===== src/rtl/ex_req_gen.sv =====
// Exception/interrupt request generator: synchronizes external interrupts, latches pending
// bits and issues one registered exception or eret pulse from the write-back stage.
module ex_req_gen #(
    parameter int SYNC_STAGES = 2,
    parameter int FLUSH_HOLD  = 2
) (
    input  logic        mem_clk,
    input  logic        rst,
    input  logic [5:0]  irq_in,
    input  logic        ie,
    input  logic        exl,
    input  logic        hlt,
    input  logic [7:0]  int_mask,
    input  logic [1:0]  sw_int,
    input  logic        wb_valid,
    input  logic [31:0] wb_pc,
    input  logic        wb_bd,
    input  logic [8:0]  wb_flags,
    output logic        ex_out,
    output logic [4:0]  ex_code_out,
    output logic [31:0] epc_out,
    output logic        bd_out,
    output logic        eret_flush_out,
    output logic [5:0]  int_sig_out,
    output logic        busy
);

    localparam logic [4:0] CODE_INT    = 5'h00;
    localparam logic [4:0] CODE_HLT    = 5'h01;
    localparam logic [4:0] CODE_RESUME = 5'h02;
    localparam logic [4:0] CODE_ADEL   = 5'h04;
    localparam logic [4:0] CODE_ADES   = 5'h05;
    localparam logic [4:0] CODE_SYS    = 5'h08;
    localparam logic [4:0] CODE_BP     = 5'h09;
    localparam logic [4:0] CODE_RI     = 5'h0a;
    localparam logic [4:0] CODE_OF     = 5'h0c;
    localparam logic [2:0] HOLD_LAST   = 3'(FLUSH_HOLD - 1);

    typedef enum logic [1:0] {IDLE, ISSUE, HOLD} state_t;

    state_t      state, state_next;
    logic [2:0]  hold_cnt, hold_cnt_next;

    logic [5:0]  sync_q [SYNC_STAGES];
    logic [SYNC_STAGES-1:0] sync_vld;
    logic [5:0]  irq_sync, irq_prev, armed, rise;
    logic [5:0]  pending, int_clr;
    logic        int_req;

    logic        sel_ex, sel_eret, sel_int, sel_bd;
    logic [4:0]  sel_code;
    logic [31:0] sel_epc;
    logic        can_issue, take_int;
    logic        ex_next, eret_next, bd_next;
    logic [4:0]  code_next;
    logic [31:0] epc_next;

    assign irq_sync    = sync_q[SYNC_STAGES-1];
    // A line only arms after a genuine low sample, so a line high at reset release is ignored
    assign rise        = armed & irq_sync & ~irq_prev;
    assign int_req     = ie & ~exl & (|(int_mask & {pending, sw_int}));
    assign int_sig_out = pending;
    assign busy        = (state != IDLE);

    always_ff @(posedge mem_clk) begin
        if (rst) begin
            for (int i = 0; i < SYNC_STAGES; i++) sync_q[i] <= '0;
            sync_vld <= '0;
            irq_prev <= '0;
            armed    <= '0;
            pending  <= '0;
        end else begin
            sync_q[0] <= irq_in;
            for (int i = 1; i < SYNC_STAGES; i++) sync_q[i] <= sync_q[i-1];
            sync_vld <= {sync_vld[SYNC_STAGES-2:0], 1'b1};
            irq_prev <= irq_sync;
            armed    <= armed | ({6{sync_vld[SYNC_STAGES-1]}} & ~irq_sync);
            pending  <= (pending & ~(take_int ? int_clr : 6'b0)) | rise;
        end
    end

    always_comb begin
        int_clr = '0;
        for (int i = 0; i < 6; i++) begin
            if (pending[i] && int_mask[i+2]) begin
                int_clr    = '0;
                int_clr[i] = 1'b1;
            end
        end
    end

    // Exception selection for the current write-back instruction
    always_comb begin
        sel_ex   = 1'b0;
        sel_eret = 1'b0;
        sel_int  = 1'b0;
        sel_code = '0;
        sel_epc  = '0;
        sel_bd   = 1'b0;
        if (hlt) begin
            if (int_req) begin
                sel_ex  = 1'b1;
                sel_int = 1'b1;
                sel_code = CODE_INT;
            end else if (wb_valid && wb_flags[8]) begin
                sel_ex   = 1'b1;
                sel_code = CODE_RESUME;
                sel_epc  = wb_pc;
                sel_bd   = wb_bd;
            end
        end else if (wb_valid) begin
            sel_ex  = 1'b1;
            sel_epc = wb_pc;
            sel_bd  = wb_bd;
            if (int_req) begin
                sel_int  = 1'b1;
                sel_code = CODE_INT;
            end
            else if (wb_flags[1]) sel_code = CODE_ADEL;
            else if (wb_flags[2]) sel_code = CODE_ADES;
            else if (wb_flags[3]) sel_code = CODE_SYS;
            else if (wb_flags[4]) sel_code = CODE_BP;
            else if (wb_flags[5]) sel_code = CODE_RI;
            else if (wb_flags[6]) sel_code = CODE_OF;
            else if (wb_flags[7]) sel_code = CODE_HLT;
            else if (wb_flags[8]) sel_code = CODE_RESUME;
            else begin
                sel_ex   = 1'b0;
                sel_epc  = '0;
                sel_bd   = 1'b0;
                sel_eret = wb_flags[0];
            end
        end
    end

    // The final HOLD cycle decides like IDLE, so a held request reissues FLUSH_HOLD+1 cycles later
    always_comb begin
        state_next    = state;
        hold_cnt_next = hold_cnt;
        ex_next       = 1'b0;
        eret_next     = 1'b0;
        code_next     = '0;
        epc_next      = '0;
        bd_next       = 1'b0;
        take_int      = 1'b0;
        can_issue     = (state == IDLE) || (state == HOLD && hold_cnt == HOLD_LAST);
        if (state == ISSUE) begin
            state_next    = HOLD;
            hold_cnt_next = '0;
        end else if (can_issue && (sel_ex || sel_eret)) begin
            state_next = ISSUE;
            ex_next    = sel_ex;
            eret_next  = sel_eret;
            code_next  = sel_code;
            epc_next   = sel_epc;
            bd_next    = sel_bd;
            take_int   = sel_ex & sel_int;
        end else if (state == HOLD) begin
            if (hold_cnt == HOLD_LAST) state_next = IDLE;
            else hold_cnt_next = hold_cnt + 3'd1;
        end
    end

    always_ff @(posedge mem_clk) begin
        if (rst) begin
            state          <= IDLE;
            hold_cnt       <= '0;
            ex_out         <= 1'b0;
            eret_flush_out <= 1'b0;
            ex_code_out    <= '0;
            epc_out        <= '0;
            bd_out         <= 1'b0;
        end else begin
            state          <= state_next;
            hold_cnt       <= hold_cnt_next;
            ex_out         <= ex_next;
            eret_flush_out <= eret_next;
            ex_code_out    <= code_next;
            epc_out        <= epc_next;
            bd_out         <= bd_next;
        end
    end

endmodule


===== config.mk =====
export PLATFORM = sky130hd
export DESIGN_NAME = ex_req_gen
export DESIGN_NICKNAME = d
export VERILOG_FILES = /design/src/rtl/ex_req_gen.sv
export SDC_FILE = /design/constraint.sdc
export NUM_CORES = 1
export LEC_CHECK = 0
export BUFFER_PORTS_ARGS = -buffer_cell sky130_fd_sc_hd__buf_2
export CAP_MARGIN = 20
export CORE_AREA = 4 4 77 93
export CTS_CLUSTER_SIZE = 20
export DETAILED_ROUTE_END_ITERATION = 10
export DIE_AREA = 0 0 81 97
export PLACE_DENSITY_LB_ADDON = 0.08
export SLEW_MARGIN = 10
export SYNTH_ARGS = -nofsm -noshare
export SYNTH_HDL_FRONTEND = slang
export SYNTH_SLANG_ARGS = --single-unit

===== constraint.sdc =====
create_clock -name mem_clk -period 4.4 [get_ports mem_clk]
set_input_delay 1.1 -clock mem_clk [delete_from_list [all_inputs] [get_ports mem_clk]]
set_output_delay 1.1 -clock mem_clk [all_outputs]
set_load 0.05 [all_outputs]

[Yosys cells after proc, flatten, opt, wreduce, memory -nomap -nowiden]
Memories as Yosys holds them, arrays and structs flattened.
Cells that the tools add are included.
Word-level totals
  register bits: 65
  latch bits: 0
  memory bits (writable): 12
  bits in read-only memories: 0
  bits of input ports: 64
  output and inout port bits: 47
  logic and storage cells: 144
  memories: 1
Memory list
  sync_q: words 2, bits a word 6, read ports 2, clocked after memory_dff 0, write ports 2, line 44  | logic [5:0] sync_q [SYNC_STAGES];
Operators by class
  $add $sub $neg: 1
  multiply operators: 0
  div/mod/pow operators: 0
  order comparisons: 0
  equality and inequality tests: 3
  shift operators: 0
  multiplexer cells: 85
  bitwise gates (word level): 18
  reductions and logical operators: 23
Operators with widths (count)
  $mux 32: 13
  $mux 6: 8
  $mux 1: 47
  $mux 4: 8
  $and 6x6->6: 4
  $not 6->6: 3
  $mux 2: 8
  $or 6x6->6: 2
  $logic_and 1x1->1: 9
  $and 8x8->8: 1
  $reduce_or 8->1: 1
  $reduce_bool 2->1: 3
  $reduce_bool 3->1: 2
  $mux 5: 1
  $reduce_and 2->1: 2
  $add 3x1->3 const B: 1
  $and 1x1->1: 3
  $eq 3x1->1 const B: 1
  $not 1->1: 3
  $reduce_and 3->1: 1
  $reduce_or 3->1: 1
  $eq 2x1->1 const B: 1
  $eq 2x2->1 const B: 1
  $logic_not 2->1: 1
  3 further kinds: 5

[Longest topological paths before layout]
Gate-level depths: netlist of run 1.
  word-level depth: 19
  gate-level depth with buffers: 9
  gate-level depth less buffers: 7

[Least setup slack after synthesis of run 1]
OpenSTA, ideal clock, no wires.
  kind: input to register
  start: in wb_flags[4]
  end: reg hold_cnt[0]
  setup time: 0.072 ns
  arrival time: 2.702 ns
  data required time: 4.328 ns
  slack: 1.626 ns
  stages: 5
  buffers on the path: 0
  cell sequence: or4_4 nor4b_4 a221oi_2 a2111oi_4 mux2i_1
On the way
  cells in the longest elaborated chain, start to end: 11
  elaborated cells on any way between the ends: 18
  classes of those cells: mux (14); bitwise (1); reduce/logical (3)
Ends and longest elaborated chain
  start: declaration: line 18  | input logic [8:0] wb_flags,
  $mux 1: line 122  | else if (wb_flags[4]) sel_code = CODE_BP;
  $mux 1: line 121  | else if (wb_flags[3]) sel_code = CODE_SYS;
  $mux 1: line 120  | else if (wb_flags[2]) sel_code = CODE_ADES;
  $mux 1: line 119  | else if (wb_flags[1]) sel_code = CODE_ADEL;
  $mux 1: line 115  | if (int_req) begin
  $mux 1: line 111  | end else if (wb_valid) begin
  $mux 1: line 100  | if (hlt) begin
  $logic_or 1x1->1 (*): line 150  | end else if (can_issue && (sel_ex || sel_eret)) begin
  $logic_and 1x1->1 (*): line 150
  $not 1->1 (no source line) (*)
  $reduce_and 3->1 (no source line) (*)
  end signal: assignment: line 175  | hold_cnt <= hold_cnt_next;
  end: declaration: line 42  | logic [2:0] hold_cnt, hold_cnt_next;
Mark *: on every way between the ends. The rest lies on a longest branch, timed or not.
A chain may end at the register's enable or synchronous reset.

[Worst setup path after layout of run 1]
  start: in rst
  end: reg ex_code_out[3]
On the way
  cells in the longest elaborated chain, start to end: 1
Ends and longest elaborated chain
  start: declaration: line 8  | input logic rst,
  $reduce_or 3->1 (no source line)
  end signal: assignment: line 178  | ex_code_out <= code_next;
  end: declaration: line 20  | output logic [4:0] ex_code_out,
No other way between the ends.

==> impl_metrics.csv, run 1 <==
group,metric,value,unit
placed_design,gp_congestion,0.7997,
clock_tree,ctsLongestPathBuffers,2,
final_layout,final_core_util,55.89,%
detailed_routing,detail_route.drc_violations,0,
grt,grt_pass1_vias,2330,
logic_synthesis,synth-edff-count,0,
clock_tree,numCtsBuffers,9,
detailed_routing,met1Wirelength,2489,µm
final_layout,fin_nets,477,
clock_tree,cts-resized-gates,0,
sta,finalCritPeriodShare,63.01,%
setup_path,critPathLaunchType,"input port",
setup_path,cp_slowest_stage_delay,0.75,ns
logic_synthesis,synth_top_cell_area_share,55.07,%
setup_path,crit_chain,"buf_2, nor2_1, nand3_1, a2111oi_0, nor4b_1",
final_layout,layout-drive-gt1-share,32.12,%
sta,max_freq,0.3607,GHz
logic_synthesis,synth-seq-cells,76,
sta,fin_skew,0.01215,ns
logic_synthesis,synth.largest_area_cell,"dfxtp_1",
clock_tree,cts_sinks,76,
logic_synthesis,synth_ff_type,"dfxtp_1",
clock_tree,cts_tree,"done",
clock_tree,post-cts-setup-buffers,0,
detailed_routing,route.met2.wl,2993,µm
power,p_leak,1.590,nW
setup_path,slowest_stage,"a2111oi_0",
flow_run,drv_cap,0,
detailed_routing,route.antenna.remaining_nets,0,
sta,hold_viol_final,0,
detailed_routing,drtIter0Drc,86,
placed_design,numPortBuffers,109,
sta,slew_violations,0,
logic_synthesis,synth-seq-area-share,55.07,%
sta,worst_pin_slew,0.7917,ns
logic_synthesis,ys_warn_count,0,
logic_synthesis,yosysUniqueCellTypes,39,
grt,antenna_found_initial,0,
logic_synthesis,synth_commonest_cells,"dfxtp_1, nand2_1, a21oi_1",
detailed_routing,detail_route.vias_per_cell,4.754,
sta,slew_headroom,45.85,%
detailed_routing,vias,2358,
floorplan,fp.dieH,97,µm
logic_synthesis,synthCells,300,
clock_tree,htreeDepth,3,
setup_path,worstPathRequired,4.62,ns
final_layout,instances_no_fill,496,
floorplan,start_util,43.67,%
setup_path,crit_type,"in2reg",
setup_path,worstSetupEndpointType,"flop",
clock_tree,clkTransAtPathRegs,0.08,ns
clock_tree,cts_root_buf,"clkbuf_8",
setup_path,critPathBufInv,1,
placed_design,dp_slack,1.377,ns
logic_synthesis,syn_area,2763,µm²
grt,grt_max_degree,34,
final_layout,antenna_cells,0,
setup_path,crit_family,"simple AND/OR/NAND/NOR gates",
placed_design,place_inst,482,
floorplan,die-area,7857,µm²
logic_synthesis,syn-num-nets,369,
logic_synthesis,synth.avg_cell_area,9.209,µm²
detailed_routing,routedWlPerCell,12.49,µm
floorplan,core-area,6326,µm²
min_path,hold_class,"reg2reg",
power,powerDensity,389.3,nW/µm²
logic_synthesis,synth_area_leaders,"dfxtp_1, a21oi_1, nand2_1",
clock_tree,ctsHoldBuffers,0,
outcome,outcome,"finished clean",
detailed_routing,firstDrtPassIters,4,
floorplan,ios,111,
final_layout,area_growth,27.99,%
logic_synthesis,yosysMostFrequentCell,"dfxtp_1",
detailed_routing,routed_wl,6193,µm
power,p_total,1.376,mW
detailed_routing,routed.top_layer,"met4",
setup_path,cp.arrival,3.00,ns
sta,setup_slack,1.628,ns
grt,grt_usage,16.28,%
logic_synthesis,async_flop_share,0,%
placed_design,hpwl,4434,µm
sta,setup_viol,0,
floorplan,fp-row-count,32,
floorplan,die_x,81,µm
grt,grt_pass1_wl,10070,µm
power,ir_worst_vdd,190.1,µV
sta,rsz0062_at_grt,"false",
grt,grt_overflow,0,
sta,tns,0,ns
clock_tree,clock_latency,0.33,ns
setup_path,cp_max_fo,32,
detailed_routing,wl_met3,613,µm
sta,period_needed,2.772,ns
-- where the power goes --
part,switching [mW],total (mW),internal [mW]
registers,0.0103,0.725,0.715
clock network,0.235,0.431,0.196
logic,0.148,0.220,0.0724
-- metrics by stage --
step                      area [µm²]  hold WS, ns
after detailed placement        3381       0.4220
after floorplan                 2763       0.4138
after CTS                       3536       0.4404
after global placement          3381       0.4169
after global routing            3536       0.4580
final                           3536       0.4371
-- cells by family (layout without fill, tap and decap cells) --
family	count (synthesis)	count (layout)	share of synthesized area (%)
flip-flops	76	76	55.07
adder cells (fa/ha/maj)	5	5	2.264
buffers and inverters	32	143	4.619
other	1	1	0.1357
AO/OA/AOI/OAI	67	67	15.49
multiplexers	3	3	1.087
AND/OR/NAND/NOR	116	116	21.33
-- per-layer routing --
metal	GRT usage, %	up-vias
met2	27.26	77
met5	0	-
met3	7.169	8
met4	7.802	0
met1	17.00	1048
li1	-	1225
-- worst reg2reg max path: cells and delay by family (launching register included) --
kind | cells | cell delay [ns]
DFF | 1 | 0.37
adders and majority gates | 1 | 0.26
buffers and inverters | 1 | 0.07
AOI/OAI and AO/OA | 1 | 0.75
and+or+nand+nor | 3 | 0.83
-- cells in the final DEF (no fill, tap or decap), types with 3 or more instances in the layout --
| cell | n |
|---|---|
| ha_1 | 5 |
| clkinv_2 | 3 |
| nand3_1 | 4 |
| nand2_1 | 46 |
| nand3b_1 | 6 |
| clkbuf_8 | 9 |
| a221oi_1 | 3 |
| a21oi_1 | 43 |
| mux2i_1 | 3 |
| dfxtp_1 | 76 |
| inv_1 | 16 |
| buf_2 | 109 |
| o21ai_0 | 4 |
| a32o_1 | 3 |
| buf_4 | 4 |
| nor2_1 | 20 |
| and3_1 | 6 |
| a211oi_1 | 3 |
| nor2b_1 | 19 |
-- registers in the layout, indices dropped and copies added (netlist names) --
signal and cells:
ex_out 1, armed 6, sync_q 12, int_sig_out 6, hold_cnt 3, eret_flush_out 1, ex_code_out 4, irq_prev 6
epc_out 32, bd_out 1, sync_vld 2, state 2
-- layout make-up --
class | count | area [µm²]
Tap cell | 85 | 106.4
Sequential cell | 76 | 1521
Fill cell | 632 | 2790
Inverter | 16 | 60.06
Clock buffer | 9 | 123.9
Multi-Input combinational cell | 192 | 1117
Clock inverter | 5 | 31.28
Timing Repair Buffer | 113 | 575.6
-- path summary, 6_finish.rpt --
kind                                              start                   endpoint  slack (ns)  cells past startpoint
worst max register to register    state[1]$_SDFFE_PP0P_  ex_code_out[3]$_SDFF_PP0_        2.00                      6
worst max-delay path                                rst  ex_code_out[3]$_SDFF_PP0_        1.63                      5
worst min register to register  sync_q[0][3]$_SDFF_PP0_    sync_q[0][9]$_SDFF_PP0_        0.44                      1
worst min-delay path            sync_q[0][3]$_SDFF_PP0_    sync_q[0][9]$_SDFF_PP0_        0.44                      1
Power figures use the tool's default switching activity.
==> inputs of run 2 (changes only) <==
--- a/config.mk
+++ b/config.mk
@@ -5,12 +5,13 @@
 export SDC_FILE = /design/constraint.sdc
 export NUM_CORES = 1
 export LEC_CHECK = 0
+export ABC_AREA = 1
 export BUFFER_PORTS_ARGS = -buffer_cell sky130_fd_sc_hd__buf_2
 export CAP_MARGIN = 20
-export CORE_AREA = 4 4 77 93
+export CORE_AREA = 4 4 78 95
 export CTS_CLUSTER_SIZE = 20
 export DETAILED_ROUTE_END_ITERATION = 10
-export DIE_AREA = 0 0 81 97
+export DIE_AREA = 0 0 82 99
 export PLACE_DENSITY_LB_ADDON = 0.08
 export SLEW_MARGIN = 10
 export SYNTH_ARGS = -nofsm -noshare
==> constraint.sdc (replaced) <==
create_clock -name mem_clk -period 2.5 [get_ports mem_clk]
set_input_delay 0.625 -clock mem_clk [delete_from_list [all_inputs] [get_ports mem_clk]]
set_output_delay 0.625 -clock mem_clk [all_outputs]
set_load 0.05 [all_outputs]
==> run 2 against run 1 <==
Effect of this change: via count down 1.4%; sequential share of layout area down 0.57 points; synthesized area down 1.0%; core utilization about the same; synthesized cell count up 11%; clock skew down 0.0052 ns; final cell count up 8.5%; routed wire length down 8.5%; total power up 89%; critical path depth down 1; critical path type is now reg2out; critical endpoint is now busy; largest power group unchanged.
==> impl_metrics.csv, run 2 <==
group,metric,value,unit
outcome,outcome,"finished clean",
detailed_routing,drtIter0Drc,72,
sta,max_freq,0.5276,GHz
logic_synthesis,synth.largest_area_cell,"dfxtp_1",
floorplan,die-area,8118,µm²
floorplan,core-area,6406,µm²
logic_synthesis,synth_area_leaders,"dfxtp_1, nor2_1, nand2_1",
setup_path,crit_family,"buffers and inverters",
min_path,whs_path_depth,2,
logic_synthesis,synth.avg_cell_area,8.189,µm²
detailed_routing,routed_wl,5669,µm
final_layout,reg_top3,"epc_out x32, sync_q x12",
logic_synthesis,synth_top_cell_area_share,55.63,%
detailed_routing,detail_route.drc_violations,0,
setup_path,cp_max_fo,3,
placed_design,hpwl,4369,µm
power,comb_power_share,12.7,%
sta,fin_skew,0.006949,ns
sta,period_needed,1.895,ns
grt,grt_pass1_wl,9032,µm
logic_synthesis,syn_area,2735,µm²
power,power_switching,0.6680,mW
setup_path,crit_chain,"inv_1, ha_1, inv_1, buf_2",
final_layout,layout_commonest_cell,"buf_2",
logic_synthesis,ys_warn_count,0,
sta,finalCritPeriodShare,75.81,%
setup_path,worstSetupEndpointType,"output pin",
final_layout,antenna_cells,0,
setup_path,rr_worst_depth,9,
detailed_routing,firstDrtPassIters,6,
logic_synthesis,yosysMostFrequentCell,"dfxtp_1",
logic_synthesis,synth-edff-count,0,
logic_synthesis,synth_ff_type,"dfxtp_1",
floorplan,ios,111,
flow_run,drv_cap,0,
logic_synthesis,synth-seq-cells,76,
sta,rsz0062_at_grt,"false",
grt,grt_overflow,0,
floorplan,fp.dieH,99,µm
final_layout,area_growth,31.02,%
power,p_leak,1.801,nW
sta,setup_viol,0,
sta,tns,0,ns
logic_synthesis,yosysUniqueCellTypes,30,
floorplan,start_util,42.70,%
clock_tree,cts_sinks,76,
setup_path,critPathLaunchType,"flop",
logic_synthesis,syn-num-nets,403,
logic_synthesis,async_flop_share,0,%
setup_path,slowest_stage,"dfxtp_1",
setup_path,regToRegSetupSlack,0.78,ns
placed_design,numPortBuffers,109,
final_layout,fill_cells,626,
floorplan,die_x,82,µm
detailed_routing,routedWlPerCell,10.54,µm
detailed_routing,detail_route.vias_per_cell,4.320,
power,switching_share,25.74,%
setup_path,crit_type,"reg2out",
clock_tree,cts-resized-gates,0,
final_layout,final_cell_mix,"buf_2, dfxtp_1, nor2_1",
detailed_routing,vias,2324,
min_path,hold_class,"reg2reg",
clock_tree,clock_latency,0.34,ns
grt,antenna_found_initial,0,
power,ir_worst_vdd,595.1,µV
logic_synthesis,synth-seq-area-share,55.63,%
setup_path,cp.arrival,1.27,ns
placed_design,gp_congestion,0.7581,
final_layout,fin_nets,517,
final_layout,regMostFlops,"epc_out",
clock_tree,clkTransAtPathRegs,0.08,ns
final_layout,fin_area,3583,µm²
clock_tree,numCtsBuffers,9,
final_layout,layout-drive-gt1-share,31.57,%
power,powerDensity,724.3,nW/µm²
clock_tree,cts_root_buf,"clkbuf_8",
logic_synthesis,synthCells,334,
min_path,whs_endpoint,"sync_vld[1]$_SDFF_PP0_",
setup_path,worst_path_most_repeated_cell,"inv_1",
grt,grt_usage,14.43,%
clock_tree,post-cts-setup-buffers,0,
placed_design,place_area,3368,µm²
final_layout,largest_reg_flops,32,
sta,slew_violations,0,
clock_tree,ctsHoldBuffers,0,
setup_path,cp_slowest_stage_delay,0.36,ns
detailed_routing,route.antenna.remaining_nets,0,
setup_path,r2r_end,"int_sig_out[1]$_SDFF_PP0_",
clock_tree,htreeDepth,3,
clock_tree,cts_tree,"done",
power,internal-power,1.927,mW
logic_synthesis,synth_commonest_cells,"dfxtp_1, nor2_1, nand2_1",
min_path,hold_start,"sync_vld[0]$_DFF_P_",
floorplan,fp-row-count,32,
power,p_clk_share,38.4,%
setup_path,worstPathRequired,1.88,ns
setup_path,worst-path-stages,4,
grt,grt_max_degree,35,
power,seq_power_share,48.8,%
grt,grt_pass1_vias,2185,
sta,hold_viol_final,0,
setup_path,reg2reg_from,"state[0]$_SDFFE_PP0P_",
setup_path,critPathBufInv,3,
clock_tree,ctsLongestPathBuffers,2,
[run 2: cell count changes after synthesis, sizes merged, moves of 6 or more]
cell / change
nand2: +28
a21oi: -25
nor2b: -19
and3: -6
clkbuf: -6
inv: +28
nand3b: -6
nor2: +55
[run 2: power by group through the flow]
| stage | sequential, mW | clock (mW) | combinational, mW |
|---|---|---|---|
| finish | 1.27 | 0.998 | 0.331 |
| global route | 1.27 | 1.07 | 0.371 |
| CTS | 1.27 | 1.04 | 0.335 |
| detailed placement | 1.30 | 0 | 0.334 |
| global placement | 1.30 | 0 | 0.333 |
| floorplan | 1.35 | 0 | 0.175 |
[run 2: cell type report]
class / instances / area (µm²) / area share (%)
clock buffer: 10 / 127.6 / 3.561
tap: 85 / 106.4 / 2.968
timing repair buffer: 114 / 595.6 / 16.62
sequential: 76 / 1521 / 42.46
inverter: 44 / 165.2 / 4.609
multi-input combinational: 203 / 979.7 / 27.34
clock inverter: 6 / 87.58 / 2.444
[run 2: cell families after synthesis]
logic type / Yosys count / synth area share (%)
AO/OA/AOI/OAI: 25 / 5.490
XOR/XNOR: 1 / 0.3203
adder cells (fa/ha/maj): 5 / 2.287
buffers and inverters: 55 / 8.554
flip-flops: 76 / 55.63
other: 1 / 0.1371
AND/OR/NAND/NOR: 171 / 27.58
[run 2: tightest hold or removal path, delay by kind of cell (launching register included)]
family	cells	cell delay, ns
buf+inv	1	0.04
flops	1	0.30
simple gates	1	0.03
[run 2: how the worst max path moves through the flow]
stage	from	to	slack [ns]
3_5_place_dp	int_mask[7]	epc_out[18]$_SDFF_PP0_	0.43
3_3_place_gp	int_mask[7]	epc_out[7]$_SDFF_PP0_	0.46
4_1_cts	state[0]$_SDFFE_PP0P_	busy	0.57
2_1_floorplan	int_sig_out[5]$_SDFF_PP0_	int_sig_out[1]$_SDFF_PP0_	0.58
6_report	state[0]$_SDFFE_PP0P_	busy	0.60
5_1_grt	state[0]$_SDFFE_PP0P_	busy	0.51
[run 2: routing by layer]
metal,share of wire [%],vias up,routed length [µm],GRT usage [%]
met4,2.9,0,167,9.719
met5,0,-,0,0
met2,48,79,2708,24.70
met3,10,14,591,4.662
li1,-,1246,-,-
met1,39,985,2203,14.43
[run 2: metrics by stage]
step	worst slack, ns	total power, mW	util (%)	hold slack (ns)	instances
after CTS	0.5699	2.640	55.94	0.4049	538
after global routing	0.5101	2.712	55.94	0.4152	538
after floorplan	0.5771	1.526	-	0.3883	334
final	0.6047	2.595	55.94	0.4012	538
after detailed placement	0.4319	1.630	52.58	0.3949	522
after global placement	0.4602	1.629	52.58	0.3889	522
==> inputs of run 3 (changes only) <==
--- a/config.mk
+++ b/config.mk
@@ -8,10 +8,10 @@
 export ABC_AREA = 1
 export BUFFER_PORTS_ARGS = -buffer_cell sky130_fd_sc_hd__buf_2
 export CAP_MARGIN = 20
-export CORE_AREA = 4 4 78 95
+export CORE_AREA = 4 4 77 93
 export CTS_CLUSTER_SIZE = 20
 export DETAILED_ROUTE_END_ITERATION = 10
-export DIE_AREA = 0 0 82 99
+export DIE_AREA = 0 0 81 97
 export PLACE_DENSITY_LB_ADDON = 0.08
 export SLEW_MARGIN = 10
 export SYNTH_ARGS = -nofsm -noshare
==> constraint.sdc (replaced) <==
create_clock -name mem_clk -period 2 [get_ports mem_clk]
set_input_delay 0.5 -clock mem_clk [delete_from_list [all_inputs] [get_ports mem_clk]]
set_output_delay 0.5 -clock mem_clk [all_outputs]
set_load 0.05 [all_outputs]
==> run 3 against run 2 <==
Effect of this change: worst setup slack worse by 0.38 ns; combinational power is 28% higher; first-iteration DRC count is 38% lower; global-route usage is 0.81 points higher; flip-flop and latch count stayed put; critical endpoint unchanged; largest power group unchanged; highest routed layer unchanged.
==> impl_metrics.csv, run 3 (synthesis results as in run 2) <==
group,metric,value,unit
placed_design,place_area,3396,µm²
floorplan,core-area,6326,µm²
final_layout,ff_latch_area,1521,µm²
flow_run,drv_cap,0,
grt,antenna_found_initial,0,
setup_path,slowest_stage,"dfxtp_1",
placed_design,hpwl,4470,µm
sta,hold_viol_final,0,
sta,rsz0062_at_grt,"false",
grt,grt_pass1_vias,2244,
setup_path,critPathBufInv,3,
sta,setup_slack,0.2222,ns
detailed_routing,vias,2329,
setup_path,crit_chain,"inv_1, ha_1, inv_1, buf_2",
power,comb_power_share,12.7,%
sta,fin_skew,0.008650,ns
setup_path,worstPathRequired,1.50,ns
setup_path,cp_max_fo,3,
clock_tree,clkTransAtPathRegs,0.08,ns
clock_tree,cts_root_buf,"clkbuf_8",
power,seq_power_share,47.2,%
final_layout,layout-drive-gt1-share,31.94,%
placed_design,dp_slack,0.04494,ns
sta,finalCritPeriodShare,88.89,%
setup_path,worst_path_most_repeated_cell,"inv_1",
setup_path,worstSetupEndpointType,"output pin",
final_layout,antenna_cells,0,
outcome,outcome,"finished clean",
clock_tree,htreeDepth,3,
sta,slew_violations,0,
clock_tree,cts_sinks,76,
clock_tree,numCtsBuffers,9,
grt,grt_usage,15.23,%
placed_design,numPortBuffers,109,
final_layout,fill_cells,655,
power,p_leak,1.827,nW
power,switching_share,24.42,%
setup_path,crit_family,"buffers and inverters",
detailed_routing,detail_route.vias_per_cell,4.321,
detailed_routing,detail_route.drc_violations,0,
final_layout,largest_reg_flops,32,
final_layout,regMostFlops,"epc_out",
sta,max_freq,0.5625,GHz
detailed_routing,route.antenna.remaining_nets,0,
grt,grt_max_degree,34,
power,p_clk_share,40.1,%
sta,setup_viol,0,
power,power_switching,0.8196,mW
power,ir_worst_vdd,576.8,µV
final_layout,final_cell_mix,"buf_2, dfxtp_1, nor2_1",
floorplan,ios,111,
detailed_routing,drtIter0Drc,45,
floorplan,die_x,81,µm
final_layout,fin_area,3632,µm²
clock_tree,cts-resized-gates,0,
detailed_routing,routedWlPerCell,10.59,µm
final_layout,multi_input_area,979.7,µm²
power,internal-power,2.537,mW
sta,period_needed,1.778,ns
grt,grt_overflow,0,
setup_path,cp.arrival,1.28,ns
floorplan,fp.dieH,97,µm
clock_tree,ctsHoldBuffers,0,
floorplan,die-area,7857,µm²
clock_tree,cts_tree,"done",
setup_path,critPathLaunchType,"flop",
final_layout,area_growth,32.80,%
setup_path,cp_slowest_stage_delay,0.37,ns
power,powerDensity,924.2,nW/µm²
detailed_routing,firstDrtPassIters,4,
min_path,hold_class,"in2reg",
grt,grt_pass1_wl,9494,µm
sta,tns,0,ns
final_layout,layout_commonest_cell,"buf_2",
floorplan,fp-row-count,32,
setup_path,crit_type,"reg2out",
power,p_total,3.357,mW
clock_tree,post-cts-setup-buffers,0,
floorplan,start_util,43.24,%
final_layout,reg_top3,"epc_out x32, sync_q x12",
final_layout,fin_nets,519,
placed_design,gp_congestion,0.7644,
clock_tree,clock_latency,0.33,ns
clock_tree,ctsLongestPathBuffers,2,
detailed_routing,routed_wl,5710,µm
-- run 3: power by group through the flow --
stage	Clock (mW)	Combinational, mW	Sequential, mW
6_report	1.35	0.425	1.58
4_1_cts	1.40	0.433	1.59
2_1_floorplan	0	0.219	1.69
3_5_place_dp	0	0.430	1.62
5_1_grt	1.46	0.477	1.59
3_3_place_gp	0	0.427	1.62
-- run 3: per-stage QoR --
| step | utilization [%] | hold slack [ns] | std cells |
|---|---|---|---|
| after floorplan | - | 0.3883 | 334 |
| after global placement | 53.68 | 0.3904 | 524 |
| after detailed placement | 53.68 | 0.3922 | 524 |
| after CTS | 57.42 | 0.3436 | 539 |
| after global routing | 57.42 | 0.3567 | 539 |
| final | 57.42 | 0.3671 | 539 |
-- run 3: final cells by class --
cell class | instances | share of cell area [%]
well taps | 85 | 2.928
clock inverters | 6 | 3.100
repair buffers | 116 | 17.15
inverters | 44 | 4.547
multi-input cells | 203 | 26.97
clock buffers | 9 | 3.410
flip-flops and latches | 76 | 41.89
-- run 3: layer usage --
metal  vias to the layer above  track usage (%)  wire length [µm]
li1                       1245                -                 -
met3                        10            4.283               491
met2                        75            25.87              2761
met4                         0            7.932               119
met1                       999            16.81              2338
met5                         -                0                 0
-- run 3: worst reg2reg max path, delay by kind of cell (launching register included) --
family,cells,cell delay [ns]
and+or+nand+nor,5,0.62
buffers and inverters,2,0.26
adders and majority gates,1,0.23
AOI/OAI and AO/OA,1,0.14
DFF,1,0.33
-- run 3: final timing paths --
kind / from / endpoint / slack [ns] / depth (start not counted)
worst min-delay path: irq_in[5] / sync_q[0][5]$_SDFF_PP0_ / 0.37 / 3
worst min register to register: sync_q[0][1]$_SDFF_PP0_ / sync_q[0][7]$_SDFF_PP0_ / 0.40 / 2
worst max-delay path: state[0]$_SDFFE_PP0P_ / busy / 0.22 / 4
worst max register to register: state[0]$_SDFFE_PP0P_ / int_sig_out[0]$_SDFF_PP0_ / 0.30 / 9
